<file path="config.mk">
export PLATFORM = sky130hd
export DESIGN_NAME = des_ip_loader
export DESIGN_NICKNAME = d
export VERILOG_FILES = /design/src/rtl/des_pkg.sv /design/src/rtl/des_ip_perm.sv /design/src/rtl/des_ip_loader.sv
export SDC_FILE = /design/constraint.sdc
export NUM_CORES = 1
export LEC_CHECK = 0
export ABC_AREA = 1
export BUFFER_PORTS_ARGS = -buffer_cell sky130_fd_sc_hd__buf_2
export CAP_MARGIN = 10
export CORE_AREA = 10 10 102 104
export DETAILED_ROUTE_END_ITERATION = 8
export DIE_AREA = 0 0 112 114
export PLACE_DENSITY = 0.82
export REMOVE_ABC_BUFFERS = 1
export SLEW_MARGIN = 15
export SYNTH_ARGS = -nofsm -noshare
export SYNTH_HDL_FRONTEND = slang
export SYNTH_SLANG_ARGS = --single-unit
</file>
<file path="constraint.sdc">
create_clock -name clk -period 2.3 [get_ports clk]
set_clock_uncertainty 0.2 [all_clocks]
set_input_delay 0.23 -clock clk [delete_from_list [all_inputs] [get_ports clk]]
set_output_delay 0.23 -clock clk [all_outputs]
set_load 0.05 [all_outputs]
</file>
<file path="src/rtl/des_pkg.sv">
// Shared DES definitions: block widths, initial/final permutation tables
// and the loader FSM state encoding.
package des_pkg;

  localparam int DES_BLOCK_W = 64;
  localparam int DES_HALF_W  = 32;

  // Output bit i (1..64) takes input bit IP_TABLE[i]; bit 1 is the MSB.
  localparam int IP_TABLE [1:64] = '{
    58, 50, 42, 34, 26, 18, 10,  2,
    60, 52, 44, 36, 28, 20, 12,  4,
    62, 54, 46, 38, 30, 22, 14,  6,
    64, 56, 48, 40, 32, 24, 16,  8,
    57, 49, 41, 33, 25, 17,  9,  1,
    59, 51, 43, 35, 27, 19, 11,  3,
    61, 53, 45, 37, 29, 21, 13,  5,
    63, 55, 47, 39, 31, 23, 15,  7
  };

  // Final permutation used by the output stage; the inverse of IP_TABLE.
  localparam int FP_TABLE [1:64] = '{
    40,  8, 48, 16, 56, 24, 64, 32,
    39,  7, 47, 15, 55, 23, 63, 31,
    38,  6, 46, 14, 54, 22, 62, 30,
    37,  5, 45, 13, 53, 21, 61, 29,
    36,  4, 44, 12, 52, 20, 60, 28,
    35,  3, 43, 11, 51, 19, 59, 27,
    34,  2, 42, 10, 50, 18, 58, 26,
    33,  1, 41,  9, 49, 17, 57, 25
  };

  typedef enum logic {
    COLLECT = 1'b0,
    HOLD    = 1'b1
  } load_state_t;

endpackage

</file>
<file path="src/rtl/des_ip_perm.sv">
// Combinational DES initial permutation over a [1:64] block (bit 1 = MSB).
module des_ip_perm
  import des_pkg::*;
(
  input  logic [1:DES_BLOCK_W] data_in,
  output logic [1:DES_BLOCK_W] data_out
);

  for (genvar i = 1; i <= DES_BLOCK_W; i++) begin : g_bit
    assign data_out[i] = data_in[IP_TABLE[i]];
  end

endmodule

</file>
<file path="src/rtl/des_ip_loader.sv">
// Collects eight bytes into a DES block, applies IP and holds L0/R0 for the
// round engine until it is taken.
module des_ip_loader
  import des_pkg::*;
#(
  parameter int BYTE_ORDER = 0
)
(
  input  logic                clk,
  input  logic                rst_n,
  input  logic                clr,
  input  logic                in_valid,
  output logic                in_ready,
  input  logic [1:8]          in_byte,
  output logic                out_valid,
  input  logic                out_ready,
  output logic [1:DES_HALF_W] out_l,
  output logic [1:DES_HALF_W] out_r,
  output logic [2:0]          byte_cnt
);

  load_state_t state, state_next;

  // Only the seven earlier bytes need storage; the eighth comes straight from in_byte.
  logic [1:DES_BLOCK_W-8] shreg, shreg_next;
  logic [1:DES_BLOCK_W]   block_next, perm_out;
  logic                   byte_acc, out_load;

  if (BYTE_ORDER == 0) begin : g_msb_first
    assign block_next = {shreg, in_byte};
    assign shreg_next = block_next[9:DES_BLOCK_W];
  end else begin : g_lsb_first
    assign block_next = {in_byte, shreg};
    assign shreg_next = block_next[1:DES_BLOCK_W-8];
  end

  des_ip_perm u_perm (
    .data_in  (block_next),
    .data_out (perm_out)
  );

  always_ff @(posedge clk or negedge rst_n) begin
    if (!rst_n) begin
      state <= COLLECT;
    end else begin
      state <= state_next;
    end
  end

  always_comb begin
    state_next = state;
    in_ready   = 1'b0;
    byte_acc   = 1'b0;
    out_load   = 1'b0;
    case (state)
      COLLECT: begin
        in_ready = 1'b1;
        if (in_valid) begin
          byte_acc = 1'b1;
          if (byte_cnt == 3'd7) begin
            out_load   = 1'b1;
            state_next = HOLD;
          end
        end
      end
      HOLD: begin
        if (out_ready) begin
          state_next = COLLECT;
        end
      end
      default: state_next = COLLECT;
    endcase
    // A flush wins over any handshake seen on the same edge.
    if (clr) begin
      state_next = COLLECT;
      byte_acc   = 1'b0;
      out_load   = 1'b0;
    end
  end

  always_ff @(posedge clk or negedge rst_n) begin
    if (!rst_n) begin
      shreg     <= '0;
      byte_cnt  <= 3'd0;
      out_valid <= 1'b0;
      out_l     <= '0;
      out_r     <= '0;
    end else if (clr) begin
      byte_cnt  <= 3'd0;
      out_valid <= 1'b0;
    end else begin
      if (byte_acc) begin
        shreg    <= shreg_next;
        byte_cnt <= byte_cnt + 3'd1;
      end
      if (out_load) begin
        out_l     <= perm_out[1:DES_HALF_W];
        out_r     <= perm_out[DES_HALF_W+1:DES_BLOCK_W];
        out_valid <= 1'b1;
      end else if (out_valid && out_ready) begin
        out_valid <= 1'b0;
      end
    end
  end

endmodule

</file>
---- Word-level counts from Yosys, hierarchy flattened ----
Index checks and enable logic that the tools add are counted.
storage, ports and cells
  bits of input ports ..................... 13
  output and inout port bits .............. 69
  logic and storage cells ................. 31
  bits in registers ....................... 125
operators by class
  reductions and logical operators ........ 5
  bitwise logic cells ..................... 2
  equal/unequal tests ..................... 1
  add/sub/neg operators ................... 1
  muxes and demuxes ....................... 16
operator list
  cell                                                           count
  1-bit 2-to-1 mux                                               13
  3-bit 2-to-1 mux                                               2
  2-bit AND reduction                                            2
  3-bit by 1-bit adder with 3-bit output, second input constant  1
  3-bit == test, second input constant                           1
  3-bit nonzero test                                             1
  1-bit inverter                                                 2
  1-bit case mux with 2 select lines                             1
  2-bit nonzero test                                             1
  1-bit logical AND                                              1

---- Depth between registers and ports, before layout ----
  depth after elaboration ................. 7
  gate-level depth with buffers ........... 9
  gate-level depth less buffers ........... 7

---- Cells and area by module ----
A second synthesis with hierarchy kept.
second synthesis, totals
  cell total of the unflattened synthesis .. 606
  area total of the unflattened synthesis .. 5366.4 um2
modules (own cells, without submodules)
  module         instances  seq. area each (um2)  area an instance (um2)  cells each
  des_ip_loader  1          3128.0                4885.9                  542
  des_ip_perm    1          0.0                   480.5                   64

---- Worst setup path after synthesis ----
OpenSTA, ideal clock, no wires.
  path type ............................... register to register
  from .................................... register byte_cnt[0]
  to ...................................... register out_l[27] in the netlist's numbering
  setup slack ............................. 0.360 ns
  path buffers ............................ 2
  required time ........................... 1.981 ns
  clock period less this slack ............ 1.940 ns
  cell stages (with the launch flop) ...... 10
  setup time .............................. 0.119 ns
  arrival ................................. 1.621 ns
  cells stage by stage .................... dfrtp_1 -> ha_1 -> ha_1 -> nand2_1 -> nor2_1 -> nand2_1 -> buf_4 -> buf_6 -> nand2_1 -> nand2_1
on the way
  word-level cells in the longest chain between the ends .. 6
ends and longest elaborated chain
  element                               RTL line             RTL
  start, declared                       des_ip_loader.sv:19  output logic [2:0] byte_cnt
  start signal, assigned                des_ip_loader.sv:94  byte_cnt <= byte_cnt + 3'd1;
  3-bit == test                         des_ip_loader.sv:60  if (byte_cnt == 3'd7) begin
  1-bit 2-to-1 mux                      des_ip_loader.sv:60
  1-bit 2-to-1 mux                      des_ip_loader.sv:58  if (in_valid) begin
  1-bit 2-to-1 mux                      des_ip_loader.sv:55  case (state)
  1-bit 2-to-1 mux                      des_ip_loader.sv:74  if (clr) begin
  2-bit AND reduction (no source line)  -
  end signal, assigned                  des_ip_loader.sv:97  out_l <= perm_out[1:DES_HALF_W];
  end, declared                         des_ip_loader.sv:17  output logic [1:DES_HALF_W] out_l,
Every way passes these cells.
A chain may end at the register's enable or synchronous reset.

---- Worst setup path in the final report ----
  from .................................... register byte_cnt[0]
  to ...................................... register out_r[27] in the netlist's numbering
on the way
  word-level cells in the longest chain between the ends .. 6
ends and longest elaborated chain
  element                               RTL line             RTL
  3-bit == test                         des_ip_loader.sv:60
  1-bit 2-to-1 mux                      des_ip_loader.sv:60
  1-bit 2-to-1 mux                      des_ip_loader.sv:58
  1-bit 2-to-1 mux                      des_ip_loader.sv:55
  1-bit 2-to-1 mux                      des_ip_loader.sv:74
  2-bit AND reduction (no source line)  -
  end signal, assigned                  des_ip_loader.sv:98  out_r <= perm_out[DES_HALF_W+1:DES_BLOCK_W];
  end, declared                         des_ip_loader.sv:18  output logic [1:DES_HALF_W] out_r,
Every way passes these cells.

==> metrics.txt <==
run status=completed; register area share after synthesis=64.02%; CTS tree=built; Post-DRT Antenna Nets=0; hold slack=0.05292 ns; Max VDD drop=0.5761 mV; Hold Vio Cnt, Final=0; WP data required=2.55 ns; synth cell count leaders=308 x nand2_1, 125 x dfrtp_1, 66 x nand3_1; critical path arrival=2.07 ns; fin. max-slew vios=0; HPWL after DPL=6951 µm; CTS clk-pin slew, worst paths=0.06 ns; Reg2Reg Launch Point=byte_cnt[0]$_DFFE_PN0P_; DRT Wirelength=11,180 µm; number of synthesized flops with an enable pin=0; clock sinks=125; unrepaired setup endpoints after global routing=no; flip-flop and latch count after synthesis=125; Rel. slew slack=62.32%; nets=648; grt ovf=0; initial antenna violation count=0; Worst Reg-to-Reg Cells=8; full die area=0.01277 mm²; layout cells sized above 1=20.12%; DR vias/cell=5.233; vias in the first global route=4,012; antenna cells=0; core area=0.008466 mm²; drt first pass iters=4; R2R setup slack=0.47 ns; Pleak=3.641 nW; Clock Tree Buf Depth=2; Die Y=114 µm; P per Cell Area=930.6 mW/mm²; endpoint class of the critical path=flip-flop; Port Buf Inserts=81; # rows=34; Tmin final=1.827 ns; Core Util, Final=72.15%; via count=3,946; Post-Layout Cell Count=754; CTS resizes=0; Placed Cells=711; share of the synthesized area in the top cell type=64.02%; cell taking the most area after synthesis=dfrtp_1; pin count of the biggest net entering global routing=67; clock latency at the later pin of the worst-skew pair=0.51 ns; CP Launch Type=flip-flop; Netlist Area Pre-Place=0.004886 mm²; part of the cycle the worst path needs=79.43%; FMAX=0.5473 GHz; P&R area growth vs syn=25.02%; Tot GR Track Use=18.04%; synthesized area per cell=9.015 µm²; CTS Buf Count=17; Synth Flop Type=dfrtp_1; Root Buffer=clkbuf_8; Worst R2R End=out_r[27]$_DFFE_PN0P_; first-pass GRT wire length=19,030 µm; GPL Wtd Cong=0.7556; setup violators final=0; WL/cell=14.83 µm; post-synth cell types=13; worst min path class=input pin to asynchronous set/reset pin; ranking of synthesized cells by area=dfrtp_1 64%, nand2_1 24%, nand3_1 6.8%, buf_4 1.5%, buf_2 1.0%; CTS H-tree depth=4; Synthesis Warnings=0; max-cap violations=0; Hold-fix buffers, CTS=11; DRC viols=0; Tightest Pin Transition=0.5652 ns; most frequent cell after synthesis=nand2_1; die width=112 µm; num ports=82; Initial Util=57.72%; post-CTS setup buffers=0; DR iter-0 viols=259; asr flop ratio synth=100.0%; critical path class=flip-flop to flip-flop; Mapped Cells=542; critical path peak fanout=66
cell families after synthesis:
kind of cell	share of synthesized area (%)
flops	64.02
mux	0.2049
simple gates	30.70
fa+ha+maj	0.5121
buf+inv	4.558
area by class of cell:
type | count | area (µm²)
Timing Repair Buffer | 105 | 653.1
Clock inverter | 12 | 192.7
Clock buffer | 20 | 435.4
Inverter | 5 | 18.77
Fill cell | 620 | 2357
Sequential cell | 125 | 3128
Tap cell | 108 | 135.1
Multi-Input combinational cell | 379 | 1545
layout by cell type, fill, tap and decap left out, types with 3 or more instances in the layout:
master	instances
nand3_1	66
dlygate4sd3_1	11
dfrtp_1	125
buf_4	11
nand2_1	307
inv_2	3
clkinv_2	4
bufinv_16	5
buf_2	80
buf_12	3
clkinvlp_4	3
clkbuf_16	16
sequential cells by signal, indices dropped and copies added, names as in the netlist:
register,cells
state,1
out_valid,1
shreg,56
out_l,32
byte_cnt,3
out_r,32
critical path, cell delays in order (launching register included):
cell	delay, ns
dfrtp_1	0.41
ha_1	0.22
ha_1	0.18
nand2_1	0.10
nor2_4	0.05
nand2_2	0.08
buf_12	0.24
nand2_1	0.12
nand2_1	0.09
power breakdown:
group          switching, mW  leakage (nW)  total, mW  internal (mW)
sequential             0.144          1.69       2.53           2.39
clock                  0.918         0.301       2.81           1.89
combinational          0.226          1.65      0.349          0.122
per-stage QoR:
stage	power (mW)	setup slack (ns)	TNS [ns]	cell area (µm²)
final	5.684	0.4730	0	6108
after global routing	5.905	0.3742	0	6108
after CTS	5.721	0.4928	0	6108
after detailed placement	2.890	0.5616	0	5370
after global placement	2.862	0.6228	0	5370
after floorplan	2.729	-2.977	-225.92	4682
routing by layer:
metal	GRT usage, %	routed length (µm)	part of all wire (%)
met3	5.984	664	5.9
met4	6.768	127	1.1
met2	30.46	5757	51
met5	0	0	0
met1	20.98	4632	41
worst max-delay path by stage:
| stage | from | to | cells after the start |
|---|---|---|---|
| 3_5_place_dp | byte_cnt[0]$_DFFE_PN0P_ | out_r[14]$_DFFE_PN0P_ | 8 |
| 3_3_place_gp | byte_cnt[0]$_DFFE_PN0P_ | out_l[20]$_DFFE_PN0P_ | 7 |
| 6_report | byte_cnt[0]$_DFFE_PN0P_ | out_r[27]$_DFFE_PN0P_ | 8 |
| 4_1_cts | byte_cnt[0]$_DFFE_PN0P_ | out_r[27]$_DFFE_PN0P_ | 8 |
| 5_1_grt | byte_cnt[0]$_DFFE_PN0P_ | out_r[27]$_DFFE_PN0P_ | 8 |
| 2_1_floorplan | byte_cnt[0]$_DFFE_PN0P_ | out_l[10]$_DFFE_PN0P_ | 7 |
(Power assumes the default switching activity.)
